<file path="src/rtl/character_registers_if.sv">
// ----------------------------------------------------------------------------
// character_registers_if
//   Move-request handshake between the upstream game logic and the
//   character position store.
//
//   Signals
//     hold        1 = stall new moves (display frame in progress)
//     move_valid  move request present
//     move_id     character to move (0 = pacman, 1..4 = ghosts)
//     move_dir    0 = left, 1 = right, 2 = up, 3 = down
//     move_ready  store can accept a move this cycle
//
//   Modports
//     master  upstream game logic (drives the request)
//     slave   character_registers (answers with move_ready)
// ----------------------------------------------------------------------------
interface character_registers_if;
    logic       hold;
    logic       move_valid;
    logic [2:0] move_id;
    logic [1:0] move_dir;
    logic       move_ready;

    modport master (
        output hold,
        output move_valid,
        output move_id,
        output move_dir,
        input  move_ready
    );

    modport slave (
        input  hold,
        input  move_valid,
        input  move_id,
        input  move_dir,
        output move_ready
    );
endinterface

</file>
<file path="src/rtl/character_registers.sv">
// ----------------------------------------------------------------------------
// character_registers
//   Position store for the five on-screen characters (id 0 = pacman,
//   ids 1..4 = ghosts). Moves arrive over a valid/ready handshake and are
//   processed by a four-state FSM: IDLE -> CALC -> WRITE -> COLLIDE -> IDLE,
//   so one move is accepted every four cycles. Moves clamp at the grid edges
//   and a sticky flag records any pacman/ghost overlap.
//
//   Optional feature
//     CHARACTER_REGISTERS_WRAP_TUNNEL_EN  defined: horizontal moves wrap
//                                         around the grid (tunnel);
//                                         vertical moves always clamp.
//
//   Ports
//     clock_50            system clock, rising edge
//     reset               synchronous, active-high
//     character_type      read index from the display stage
//     char_x, char_y      position of the indexed character (combinational,
//                         zero-extended, 0/0 for indices 5..7)
//     pacman_orientation  0 = facing left, 1 = facing right
//     mv                  move handshake (hold/valid/id/dir/ready)
//     collision           sticky pacman/ghost overlap flag
//     collision_clear     clears collision at the next edge (a set wins)
// ----------------------------------------------------------------------------
module character_registers #(
    parameter int GRID_W   = 22,
    parameter int GRID_H   = 16,
    parameter int PAC_X0   = 10,
    parameter int PAC_Y0   = 12,
    parameter int GHOST_X0 = 9,
    parameter int GHOST_Y0 = 6
) (
    input  logic                        clock_50,
    input  logic                        reset,
    input  logic [2:0]                  character_type,
    output logic [7:0]                  char_x,
    output logic [7:0]                  char_y,
    output logic                        pacman_orientation,
    character_registers_if.slave        mv,
    output logic                        collision,
    input  logic                        collision_clear
);

`ifdef CHARACTER_REGISTERS_WRAP_TUNNEL_EN
    localparam bit WRAP = 1'b1;
`else
    localparam bit WRAP = 1'b0;
`endif

    localparam int         NUM_CHARS = 5;
    localparam logic [7:0] X_MAX     = 8'(GRID_W - 1);
    localparam logic [7:0] Y_MAX     = 8'(GRID_H - 1);

    typedef enum logic [1:0] {
        S_IDLE,
        S_CALC,
        S_WRITE,
        S_COLLIDE
    } state_t;

    state_t     state;
    state_t     state_next;

    logic [7:0] pos_x [NUM_CHARS];
    logic [7:0] pos_y [NUM_CHARS];

    logic [2:0] cur_id;
    logic [1:0] cur_dir;
    logic [7:0] new_x;
    logic [7:0] new_y;

    logic       handshake;
    logic       id_ok;
    logic [7:0] cur_x;
    logic [7:0] cur_y;
    logic [7:0] calc_x;
    logic [7:0] calc_y;
    logic       hit;

    // move_ready is registered and only ever high while the FSM sits in
    // S_IDLE, so a handshake implies the FSM is idle.
    assign handshake = mv.move_valid && mv.move_ready && (state == S_IDLE);
    // Ids 5..7 travel through the FSM but never touch state.
    assign id_ok     = (cur_id < 3'(NUM_CHARS));

    // ------------------------------------------------------------------------
    // Next-state logic
    // ------------------------------------------------------------------------
    always_comb begin
        // NOTE: every always_comb output gets a default first so no path
        // leaves it unassigned and a latch is never inferred.
        state_next = state;
        unique case (state)
            S_IDLE:    if (handshake) state_next = S_CALC;
            S_CALC:    state_next = S_WRITE;
            S_WRITE:   state_next = S_COLLIDE;
            S_COLLIDE: state_next = S_IDLE;
            default:   state_next = S_IDLE;
        endcase
    end

    // ------------------------------------------------------------------------
    // Read port for the display stage
    // ------------------------------------------------------------------------
    always_comb begin
        char_x = 8'd0;
        char_y = 8'd0;
        if (character_type < 3'(NUM_CHARS)) begin
            char_x = pos_x[character_type];
            char_y = pos_y[character_type];
        end
    end

    // ------------------------------------------------------------------------
    // Next position of the character being moved, with edge handling
    // ------------------------------------------------------------------------
    always_comb begin
        cur_x = 8'd0;
        cur_y = 8'd0;
        if (id_ok) begin
            cur_x = pos_x[cur_id];
            cur_y = pos_y[cur_id];
        end

        calc_x = cur_x;
        calc_y = cur_y;
        unique case (cur_dir)
            2'd0: begin
                if (cur_x == 8'd0) calc_x = WRAP ? X_MAX : 8'd0;
                else               calc_x = cur_x - 8'd1;
            end
            2'd1: begin
                if (cur_x >= X_MAX) calc_x = WRAP ? 8'd0 : X_MAX;
                else                calc_x = cur_x + 8'd1;
            end
            2'd2: begin
                if (cur_y != 8'd0) calc_y = cur_y - 8'd1;
            end
            default: begin
                if (cur_y < Y_MAX) calc_y = cur_y + 8'd1;
            end
        endcase
    end

    // ------------------------------------------------------------------------
    // Pacman against each ghost; ghost/ghost overlaps are not of interest
    // ------------------------------------------------------------------------
    always_comb begin
        hit = 1'b0;
        for (int k = 1; k < NUM_CHARS; k++) begin
            if ((pos_x[k] == pos_x[0]) && (pos_y[k] == pos_y[0])) hit = 1'b1;
        end
    end

    // ------------------------------------------------------------------------
    // Sequential state
    // ------------------------------------------------------------------------
    // NOTE: sequential state uses non-blocking assignments so every flop
    // samples the pre-edge values regardless of statement order.
    always_ff @(posedge clock_50) begin
        if (reset) begin
            state              <= S_IDLE;
            mv.move_ready      <= 1'b0;
            cur_id             <= 3'd0;
            cur_dir            <= 2'd0;
            new_x              <= 8'd0;
            new_y              <= 8'd0;
            pacman_orientation <= 1'b0;
            collision          <= 1'b0;
            // NOTE: the position array is only five flop pairs holding the
            // visible start positions, so it is reset like any other state
            // rather than treated as an unreset memory.
            pos_x[0]           <= 8'(PAC_X0);
            pos_y[0]           <= 8'(PAC_Y0);
            for (int k = 1; k < NUM_CHARS; k++) begin
                pos_x[k] <= 8'(GHOST_X0 + k - 1);
                pos_y[k] <= 8'(GHOST_Y0);
            end
        end else begin
            state         <= state_next;
            // hold is only looked at here, i.e. when deciding whether the
            // idle FSM offers ready; an accepted move always completes.
            mv.move_ready <= (state_next == S_IDLE) && !mv.hold;

            if (handshake) begin
                cur_id  <= mv.move_id;
                cur_dir <= mv.move_dir;
            end

            if (state == S_CALC) begin
                new_x <= calc_x;
                new_y <= calc_y;
            end

            if ((state == S_WRITE) && id_ok) begin
                pos_x[cur_id] <= new_x;
                pos_y[cur_id] <= new_y;
                // Facing follows the requested direction even when the move
                // itself was clamped at the edge.
                if ((cur_id == 3'd0) && !cur_dir[1]) begin
                    pacman_orientation <= cur_dir[0];
                end
            end

            // A set in S_COLLIDE takes priority over a simultaneous clear.
            if ((state == S_COLLIDE) && id_ok && hit) begin
                collision <= 1'b1;
            end else if (collision_clear) begin
                collision <= 1'b0;
            end
        end
    end

endmodule

</file>
<file path="src/flat_wrapper.sv">
// flat-port wrapper written by rule: the top's interface ports become plain ports
module character_registers_flat 
#(
    parameter int GRID_W   = 22,
    parameter int GRID_H   = 16,
    parameter int PAC_X0   = 10,
    parameter int PAC_Y0   = 12,
    parameter int GHOST_X0 = 9,
    parameter int GHOST_Y0 = 6
)
  (clock_50, reset, character_type, char_x, char_y, pacman_orientation, collision, collision_clear, mv_hold, mv_move_valid, mv_move_id, mv_move_dir, mv_move_ready);
  character_registers_if mv_i ();
  input  logic clock_50;
  input  logic reset;
  input  logic [2:0] character_type;
  output logic [7:0] char_x;
  output logic [7:0] char_y;
  output logic pacman_orientation;
  output logic collision;
  input  logic collision_clear;
  input wire logic [$bits(mv_i.hold)-1:0] mv_hold;
  input wire logic [$bits(mv_i.move_valid)-1:0] mv_move_valid;
  input wire logic [$bits(mv_i.move_id)-1:0] mv_move_id;
  input wire logic [$bits(mv_i.move_dir)-1:0] mv_move_dir;
  output wire logic [$bits(mv_i.move_ready)-1:0] mv_move_ready;
  assign mv_i.hold = mv_hold;
  assign mv_i.move_valid = mv_move_valid;
  assign mv_i.move_id = mv_move_id;
  assign mv_i.move_dir = mv_move_dir;
  assign mv_move_ready = mv_i.move_ready;
  character_registers #(.GRID_W(GRID_W), .GRID_H(GRID_H), .PAC_X0(PAC_X0), .PAC_Y0(PAC_Y0), .GHOST_X0(GHOST_X0), .GHOST_Y0(GHOST_Y0)) u_core (.clock_50(clock_50), .reset(reset), .character_type(character_type), .char_x(char_x), .char_y(char_y), .pacman_orientation(pacman_orientation), .mv(mv_i), .collision(collision), .collision_clear(collision_clear));
endmodule
</file>
<file path="config.mk">
export PLATFORM = sky130hd
export DESIGN_NAME = character_registers_flat
export DESIGN_NICKNAME = d
export VERILOG_FILES = /design/src/rtl/character_registers_if.sv /design/src/rtl/character_registers.sv /design/src/flat_wrapper.sv
export SDC_FILE = /design/constraint.sdc
export NUM_CORES = 1
export LEC_CHECK = 0
export BUFFER_PORTS_ARGS = -buffer_cell sky130_fd_sc_hd__buf_2
export CORE_MARGIN = 4
export CORE_UTILIZATION = 25
export CTS_BUF_LIST = sky130_fd_sc_hd__clkbuf_8
export CTS_CLUSTER_SIZE = 20
export DETAILED_ROUTE_END_ITERATION = 6
export MAX_ROUTING_LAYER = met4
export PLACE_DENSITY = 0.5
export SLEW_MARGIN = 30
export SYNTH_ARGS = -nofsm -noshare
export SYNTH_HDL_FRONTEND = slang
export SYNTH_SLANG_ARGS = --single-unit
</file>
<file path="constraint.sdc">
create_clock -name clock_50 -period 8.5 [get_ports clock_50]
set_input_delay 1.7 -clock clock_50 [delete_from_list [all_inputs] [get_ports clock_50]]
set_output_delay 1.7 -clock clock_50 [all_outputs]
set_load 0.01 [all_outputs]
</file>
==> results.toml, run 1 <==
[flow_run]
maxCapViolations = 0

[cts]
worstSkewPairLatency_ns = 0.46
postCtsHoldBufs = 0
post_cts.resized_instances = 0
cts.path.max_buffers = 2
numClockSinks = 157
h-tree-depth = 4
path_clk_slew_ns = 0.08
post_cts_setup_repair_bufs = 0
cts_buffers = 17
clock_tree.root_cell = "sky130_fd_sc_hd__clkbuf_8"
tritoncts = "done"

[floorplanning]
design.portCount = 32
row_count = 68
dieWidth_microns = 195.3
die_y_microns = 195.3
fp.coreArea_sq_mm = 0.03454
design.die.area_sq_mm = 0.03814
initial_core_util_pct = 25.39

[global_route]
grt_pass1_vias = 5912
grt_first_pass_wirelength_microns = 38620
gr-total-overflow = 0
grt_max_degree = 45
global_route.usage.total_pct = 13.87
grt_antenna_before_repair = 0

[routing]
postRouteAntennaNets = 0
vias = 5981
detail_route.first_pass.iterations = 5
wire_per_inst_microns = 20.35
vias_per_cell = 4.717
routed_wl_microns = 25800
drt_drc_violations_left = 0
drt_iter0_markers = 492

[critical_path]
setup.reg_to_reg.worst_slack_ns = 4.94
endpoint_of_the_most_critical_register_to_register_path = "u_core.new_x[4]"
critical_path.cell_chain = "buf_2 -> nor2b_1 -> buf_4 -> a21oi_1 -> o22ai_1 -> buf_2"
cp_slowest_stage_delay_ns = 0.60
crit_path_top_cell_by_count = "sky130_fd_sc_hd__buf_2"
cp_slowest_cell = "sky130_fd_sc_hd__buf_2"
rr_worst_depth = 9
critPathKind = "input port to output port"
worstSetupStartpointType = "input port"
critPathRequiredTime_ns = 6.80
critPathMaxFanout = 32
cp.buffers_inverters = 3
critPathCaptureType = "output port"
critical-path-top-delay-family = "buffers and inverters"
crit_arrival_ns = 3.58

[pwr]
combPwrFrac_pct = 21.0
power.density_mw_per_mm2 = 216.9
p_sw_share_pct = 31.44
internal-power_mw = 1.471
share_clk_of_total_power_pct = 28.9
power.total_mw = 2.146
switchingPower_mw = 0.6748
p_leak_nw = 3.563
worst_ir_drop_vdd_v = 0.00008680
seq_power_share_pct = 50.1

[yosys]
ys_dominant_reg_cell = "sky130_fd_sc_hd__edfxtp_1"
syn_area_per_cell_sq_um = 11.58
yosys.cell_types.count = 62
synth_async_sr_flop_share_pct = 0
post_synth_instance_area_sq_mm = 0.008770
ys_top_cells_by_area = "sky130_fd_sc_hd__edfxtp_1 (44%), sky130_fd_sc_hd__mux2i_1 (7.8%), sky130_fd_sc_hd__xor2_1 (6.8%)"
synth_edf_count = 128
synth_seq_area_share_pct = 50.45
synth_top_area_cell = "sky130_fd_sc_hd__edfxtp_1"
ys_warn_count = 0
synth.top_cell.area_share_pct = 43.83
ys_ff_latch = 157
synthCells = 757

[cells_and_area]
drive_above_1_share_pct = 13.04
ff_latch_area_sq_mm = 0.004427
fin_nets = 824
area_taken_by_multi_input_logic_gates_sq_mm = 0.004199
num-fill-cells = 3642
layout-area-overhead-vs-synth_pct = 12.85
n_antenna_cell = 0

[timing]
timing.max_slew.rel_slack_pct = 45.70
final-hold-violation-count = 0
fmax_mhz = 189.4
sum_neg_setup_slack_ns = 0
final_number_of_setup_violating_endpoints = 0
worst-slew-pin-transition_ns = 0.8145
final-max-slew-violation-count = 0
grt_setup_unrepaired = "false"
min_period_ns = 5.279
ratio_of_final_minimum_period_to_clock_period_pct = 62.10
clock_skew_ns = 0.01679

[run_status]
status = "finished, final reports clean"

[worst_hold_path]
worst_hold_path_type = "flop to flop"
hold-path-cell-count = 2
worst_hold_path.endpoint = "u_core.pacman_orientation"
timing.hold.worst.start = "u_core.pacman_orientation"

[place]
place.gp.congestion = 0.8638
detailed_place_hpwl_microns = 18050
port-buffer-count = 31
==> cell families after synthesis <==
group                    after synthesis  share of synthesized area (%)
buffers and inverters                 76                          3.824
AND/OR/NAND/NOR                      256                          16.09
other                                  1                        0.04276
multiplexers                          94                          13.84
XOR/XNOR                              70                          6.991
AO/OA/AOI/OAI                         92                          7.191
flip-flops                           157                          50.45
adder cells (fa/ha/maj)               11                          1.569
==> worst max path at each step <==
stage | slack, ns | endpoint | cells after the start | start
after floorplan | 3.76 | char_y[3] | 6 | character_type[2]
after global placement | 3.35 | char_y[0] | 6 | character_type[0]
after detailed placement | 3.26 | char_y[3] | 6 | character_type[0]
after CTS | 3.25 | char_y[3] | 6 | character_type[0]
after global routing | 3.16 | char_y[3] | 6 | character_type[0]
final | 3.22 | char_y[3] | 6 | character_type[0]
==> flip-flops by register name, summed over array words and instances, names as in the netlist, named ones only <==
name and count:
u_core.collision 1, u_core.mv.move_ready 1, u_core.new_x 8, u_core.pacman_orientation 1
u_core.state 2, u_core.cur_id 3, u_core.pos_y 64, u_core.pos_x 64
u_core.cur_dir 2, u_core.new_y 8
==> area by class of cell <==
cell class                      instances  area share (%)
Clock inverter                         15           1.947
Multi-Input combinational cell        571           42.43
Tap cell                              455           5.752
Clock buffer                           17           2.364
Sequential cell                       157           44.73
Timing Repair Buffer                   41           2.326
Inverter                               12          0.4551
==> per-layer routing <==
layer | global-route usage, % | vias up | share of wire [%]
met5 | - | - | 0
met4 | 3.465 | 0 | 1.5
met3 | 2.743 | 30 | 3.4
met2 | 21.69 | 118 | 48
met1 | 18.65 | 3016 | 47
li1 | - | 2817 | -
==> synthesized netlist by cell type (16+ instances only) <==
library cell               instances
sky130_fd_sc_hd__dfxtp_1          29
sky130_fd_sc_hd__o22ai_1          18
sky130_fd_sc_hd__mux2i_1          68
sky130_fd_sc_hd__nor4_1           23
sky130_fd_sc_hd__xor2_1           68
sky130_fd_sc_hd__nor2_1           64
sky130_fd_sc_hd__nand2_1          18
sky130_fd_sc_hd__edfxtp_1        128
sky130_fd_sc_hd__clkbuf_1         52
sky130_fd_sc_hd__a21oi_1          24
sky130_fd_sc_hd__mux4_2           16
sky130_fd_sc_hd__nand2b_1         19
sky130_fd_sc_hd__and2_1           57
==> worst register-to-register path: cells and delay by family (launching register included) <==
family / cells / cell delay (ns)
compound gates: 4 / 0.99
simple gates: 3 / 1.36
buf+inv: 1 / 0.45
flops: 1 / 0.32
fa+ha+maj: 1 / 0.29
==> power by group through the flow <==
stage	logic, mW	registers [mW]	clock network [mW]
floorplan	0.354	1.02	0
global placement	0.448	1.09	0
detailed placement	0.449	1.10	0
CTS	0.452	1.08	0.639
global route	0.493	1.09	0.672
finish	0.450	1.08	0.621
==> through the flow <==
| step | std cells | area (sq um) | utilization (%) | hold slack (ns) | setup WS, ns |
|---|---|---|---|---|---|
| 3_3_place_gp | 1236 | 9467 | 27.41 | 0.4533 | 3.349 |
| 3_5_place_dp | 1236 | 9468 | 27.41 | 0.4602 | 3.261 |
| 5_1_grt | 1268 | 9897 | 28.65 | 0.5143 | 3.161 |
| 2_1_floorplan | 804 | 8946 | - | 0.4565 | 3.760 |
| 4_1_cts | 1268 | 9894 | 28.64 | 0.4739 | 3.252 |
| 6_report | 1268 | 9897 | 28.65 | 0.4694 | 3.221 |
==> placed cells by master (no fill, tap or decap), drive strengths merged, types with 12 or more instances in the layout <==
master,n
mux4,20
nand2,18
a21oi,24
a22oi,12
nor4,23
o22ai,19
and2,57
conb,48
nand2b,19
clkbuf,17
xor2,68
nor2,65
nand3,12
edfxtp,128
mux2i,68
dfxtp,29
inv,18
buf,41
Power figures use the tool's default switching activity.
==> run 2, diff against run 1 <==
--- a/config.mk
+++ b/config.mk
@@ -5,6 +5,7 @@
 export SDC_FILE = /design/constraint.sdc
 export NUM_CORES = 1
 export LEC_CHECK = 0
+export ABC_AREA = 1
 export BUFFER_PORTS_ARGS = -buffer_cell sky130_fd_sc_hd__buf_2
 export CORE_MARGIN = 4
 export CORE_UTILIZATION = 25
==> constraint.sdc (replaced) <==
create_clock -name clock_50 -period 5.4 [get_ports clock_50]
set_input_delay 1.08 -clock clock_50 [delete_from_list [all_inputs] [get_ports clock_50]]
set_output_delay 1.08 -clock clock_50 [all_outputs]
set_load 0.01 [all_outputs]
==> run 2 against run 1 <==
Synthesized cell count is 51% higher. Final area is 4.1% higher. Final cell count is 32% higher. Critical path depth is 2 higher. Synthesized area is 5.8% higher.
==> results.toml, run 2 <==
[run_status]
status = "finished, final reports clean"

[timing]
worst-slew-pin-transition_ns = 1.008
ratio_of_final_minimum_period_to_clock_period_pct = 72.90
final-max-slew-violation-count = 0
grt_setup_unrepaired = "false"
final_number_of_setup_violating_endpoints = 0
timing.max_slew.rel_slack_pct = 32.57
sum_neg_setup_slack_ns = 0
fmax_mhz = 254.0
worst_slack_ns = 1.463
clock_skew_ns = 0.02029
final-hold-violation-count = 0
min_period_ns = 3.937

[global_route]
grt_pass1_vias = 7410
gr-total-overflow = 0
grt_first_pass_wirelength_microns = 43060
grt_antenna_before_repair = 0
grt_max_degree = 69
global_route.usage.total_pct = 14.09

[routing]
routed_wl_microns = 28000
vias_per_cell = 4.634
drt_iter0_markers = 699
detail_route.first_pass.iterations = 5
vias = 7752
wire_per_inst_microns = 16.74
postRouteAntennaNets = 0
drt_drc_violations_left = 0

[yosys]
synth_async_sr_flop_share_pct = 0
yosys-mux-area-fraction_pct = 0
yosys.cell_types.count = 35
synth_seq_area_share_pct = 47.70
synthCells = 1146
synth.top_cell.area_share_pct = 41.44
synth.cells.most_frequent = "sky130_fd_sc_hd__nand2_1 (206), sky130_fd_sc_hd__inv_1 (154), sky130_fd_sc_hd__nor2_1 (131)"
synthXorXnorAreaFrac_pct = 4.249
synth_most_common_cell = "sky130_fd_sc_hd__nand2_1"
synth_top_family_by_area = "simple AND/OR/NAND/NOR gates"
ys_dominant_reg_cell = "sky130_fd_sc_hd__edfxtp_1"
ys_warn_count = 0
synth_top_area_cell = "sky130_fd_sc_hd__edfxtp_1"
syn_area_per_cell_sq_um = 8.093
synthesized_area_fraction_occupied_by_and_or_nand_nor_cells_pct = 25.09
ys_top_cells_by_area = "sky130_fd_sc_hd__edfxtp_1 (41%), sky130_fd_sc_hd__nand2_1 (8.3%), sky130_fd_sc_hd__dfxtp_1 (6.3%)"
synth_edf_count = 128
ys_ff_latch = 157
synth_compound_gate_area_share_pct = 10.62
yosys.area_share.adder_pct = 1.484
post_synth_instance_area_sq_mm = 0.009275

[critical_path]
critPathMaxFanout = 17
critPathCaptureType = "output port"
critPathKind = "input port to output port"
critPathRequiredTime_ns = 4.32
worstSetupStartpointType = "input port"
crit_arrival_ns = 2.86

[place]
placed_cells = 1641
placement.cell_area_sq_mm = 0.009893
place.gp.congestion = 0.8380
detailed_place_hpwl_microns = 19390
port-buffer-count = 31
detailedPlace.worstSlack_ns = 1.496

[cells_and_area]
fin_nets = 1216
layout-area-overhead-vs-synth_pct = 11.05
top_library_cells_by_usage_in_the_layout_fill_and_taps_aside = "sky130_fd_sc_hd__nand2_1 (205), sky130_fd_sc_hd__inv_1 (154), sky130_fd_sc_hd__nor2_1 (131), sky130_fd_sc_hd__edfxtp_1 (128), sky130_fd_sc_hd__nand3_1 (115)"
ff_latch_area_sq_mm = 0.004425
mostFrequentLayoutCell = "sky130_fd_sc_hd__nand2_1"
area_taken_by_multi_input_logic_gates_sq_mm = 0.004026
finish.cell_count_without_fillers = 1673
num-fill-cells = 3993
design_area_sq_mm = 0.01030
drive_above_1_share_pct = 10.04
n_antenna_cell = 0
largestRegisters = "u_core.pos_x (64), u_core.pos_y (64)"

[cts]
postCtsHoldBufs = 0
cts.path.max_buffers = 2
post_cts.resized_instances = 0
clock_tree.root_cell = "sky130_fd_sc_hd__clkbuf_8"
cts_buffers = 17
path_clk_slew_ns = 0.09
numClockSinks = 157
post_cts_setup_repair_bufs = 0
h-tree-depth = 4
worstSkewPairLatency_ns = 0.47
tritoncts = "done"

[flow_run]
maxCapViolations = 0

[worst_hold_path]
worst_hold_path_type = "flop to flop"

[floorplanning]
row_count = 70
fp.coreArea_sq_mm = 0.03661
design.die.area_sq_mm = 0.04025
dieWidth_microns = 200.6
design.portCount = 32
initial_core_util_pct = 25.33
die_y_microns = 200.6

[pwr]
worst_ir_drop_vdd_v = 0.0001145
power.total_mw = 3.776
p_leak_nw = 4.207
power.density_mw_per_mm2 = 366.6
## run 2: cell count changes in the layout (fill, tap and decap cells not counted), moves of 66 or more
cell / previous run / this run
sky130_fd_sc_hd__o21ai_0: 4 / 70
sky130_fd_sc_hd__nand3_1: 12 / 115
sky130_fd_sc_hd__mux2i_1: 68 / 0
sky130_fd_sc_hd__nor2_1: 63 / 131
sky130_fd_sc_hd__inv_1: 18 / 154
sky130_fd_sc_hd__nand2_1: 18 / 205
## run 2: path summary, 6_finish.rpt
path | start | end | slack [ns] | cells after the start
setup / recovery | character_type[1] | char_y[5] | 1.46 | 8
hold / removal | u_core.pacman_orientation | u_core.pacman_orientation | 0.49 | 2
setup reg to reg | flop | u_core.new_x[4] | 2.05 | 15
hold reg to reg | u_core.pacman_orientation | u_core.pacman_orientation | 0.49 | 2
## run 2: per-stage QoR
stage                     util, %  hold slack [ns]
after CTS                   28.13           0.5057
after floorplan                 -           0.4429
after detailed placement    27.02           0.4633
after global routing        28.13           0.5103
final                       28.13           0.4869
after global placement      27.02           0.4612
## run 2: kinds of logic (layout without fill, tap and decap cells)
family          Yosys count  in the layout
compound gates          186            186
fa+ha+maj                11             11
flops                   157            157
buf+inv                 227            239
other cells               1             48
xor+xnor                 45             45
simple gates            519            519
## run 2: power by group
group	switching (mW)	internal [mW]	total [mW]
Combinational	0.849	0.352	1.20
Sequential	0.144	1.51	1.65
Clock	0.472	0.451	0.923
Total	1.46	2.31	3.78
## run 2: cell type report
class	count	area share, %
Sequential cell	157	42.97
Multi-Input combinational cell	809	39.09
Inverter	166	6.098
Tap cell	468	5.685
Clock buffer	20	2.672
Timing Repair Buffer	41	2.235
Clock inverter	12	1.251
## run 2: routing by layer
metal	vias to the layer above	routed length, microns	track usage, %
met2	208	12750	21.82
met1	3716	13410	19.20
met4	0	302	3.171
met3	22	1534	2.795
li1	3806	-	-
met5	-	0	-
## run 2: critical path, cell delays in order
cell and delay (ns):
sky130_fd_sc_hd__buf_2 0.37, sky130_fd_sc_hd__clkinv_1 0.44, sky130_fd_sc_hd__buf_4 0.33, sky130_fd_sc_hd__a21oi_1 0.13, sky130_fd_sc_hd__o21ai_0 0.10, sky130_fd_sc_hd__nand3_1 0.10
sky130_fd_sc_hd__o21ai_0 0.13, sky130_fd_sc_hd__buf_2 0.16
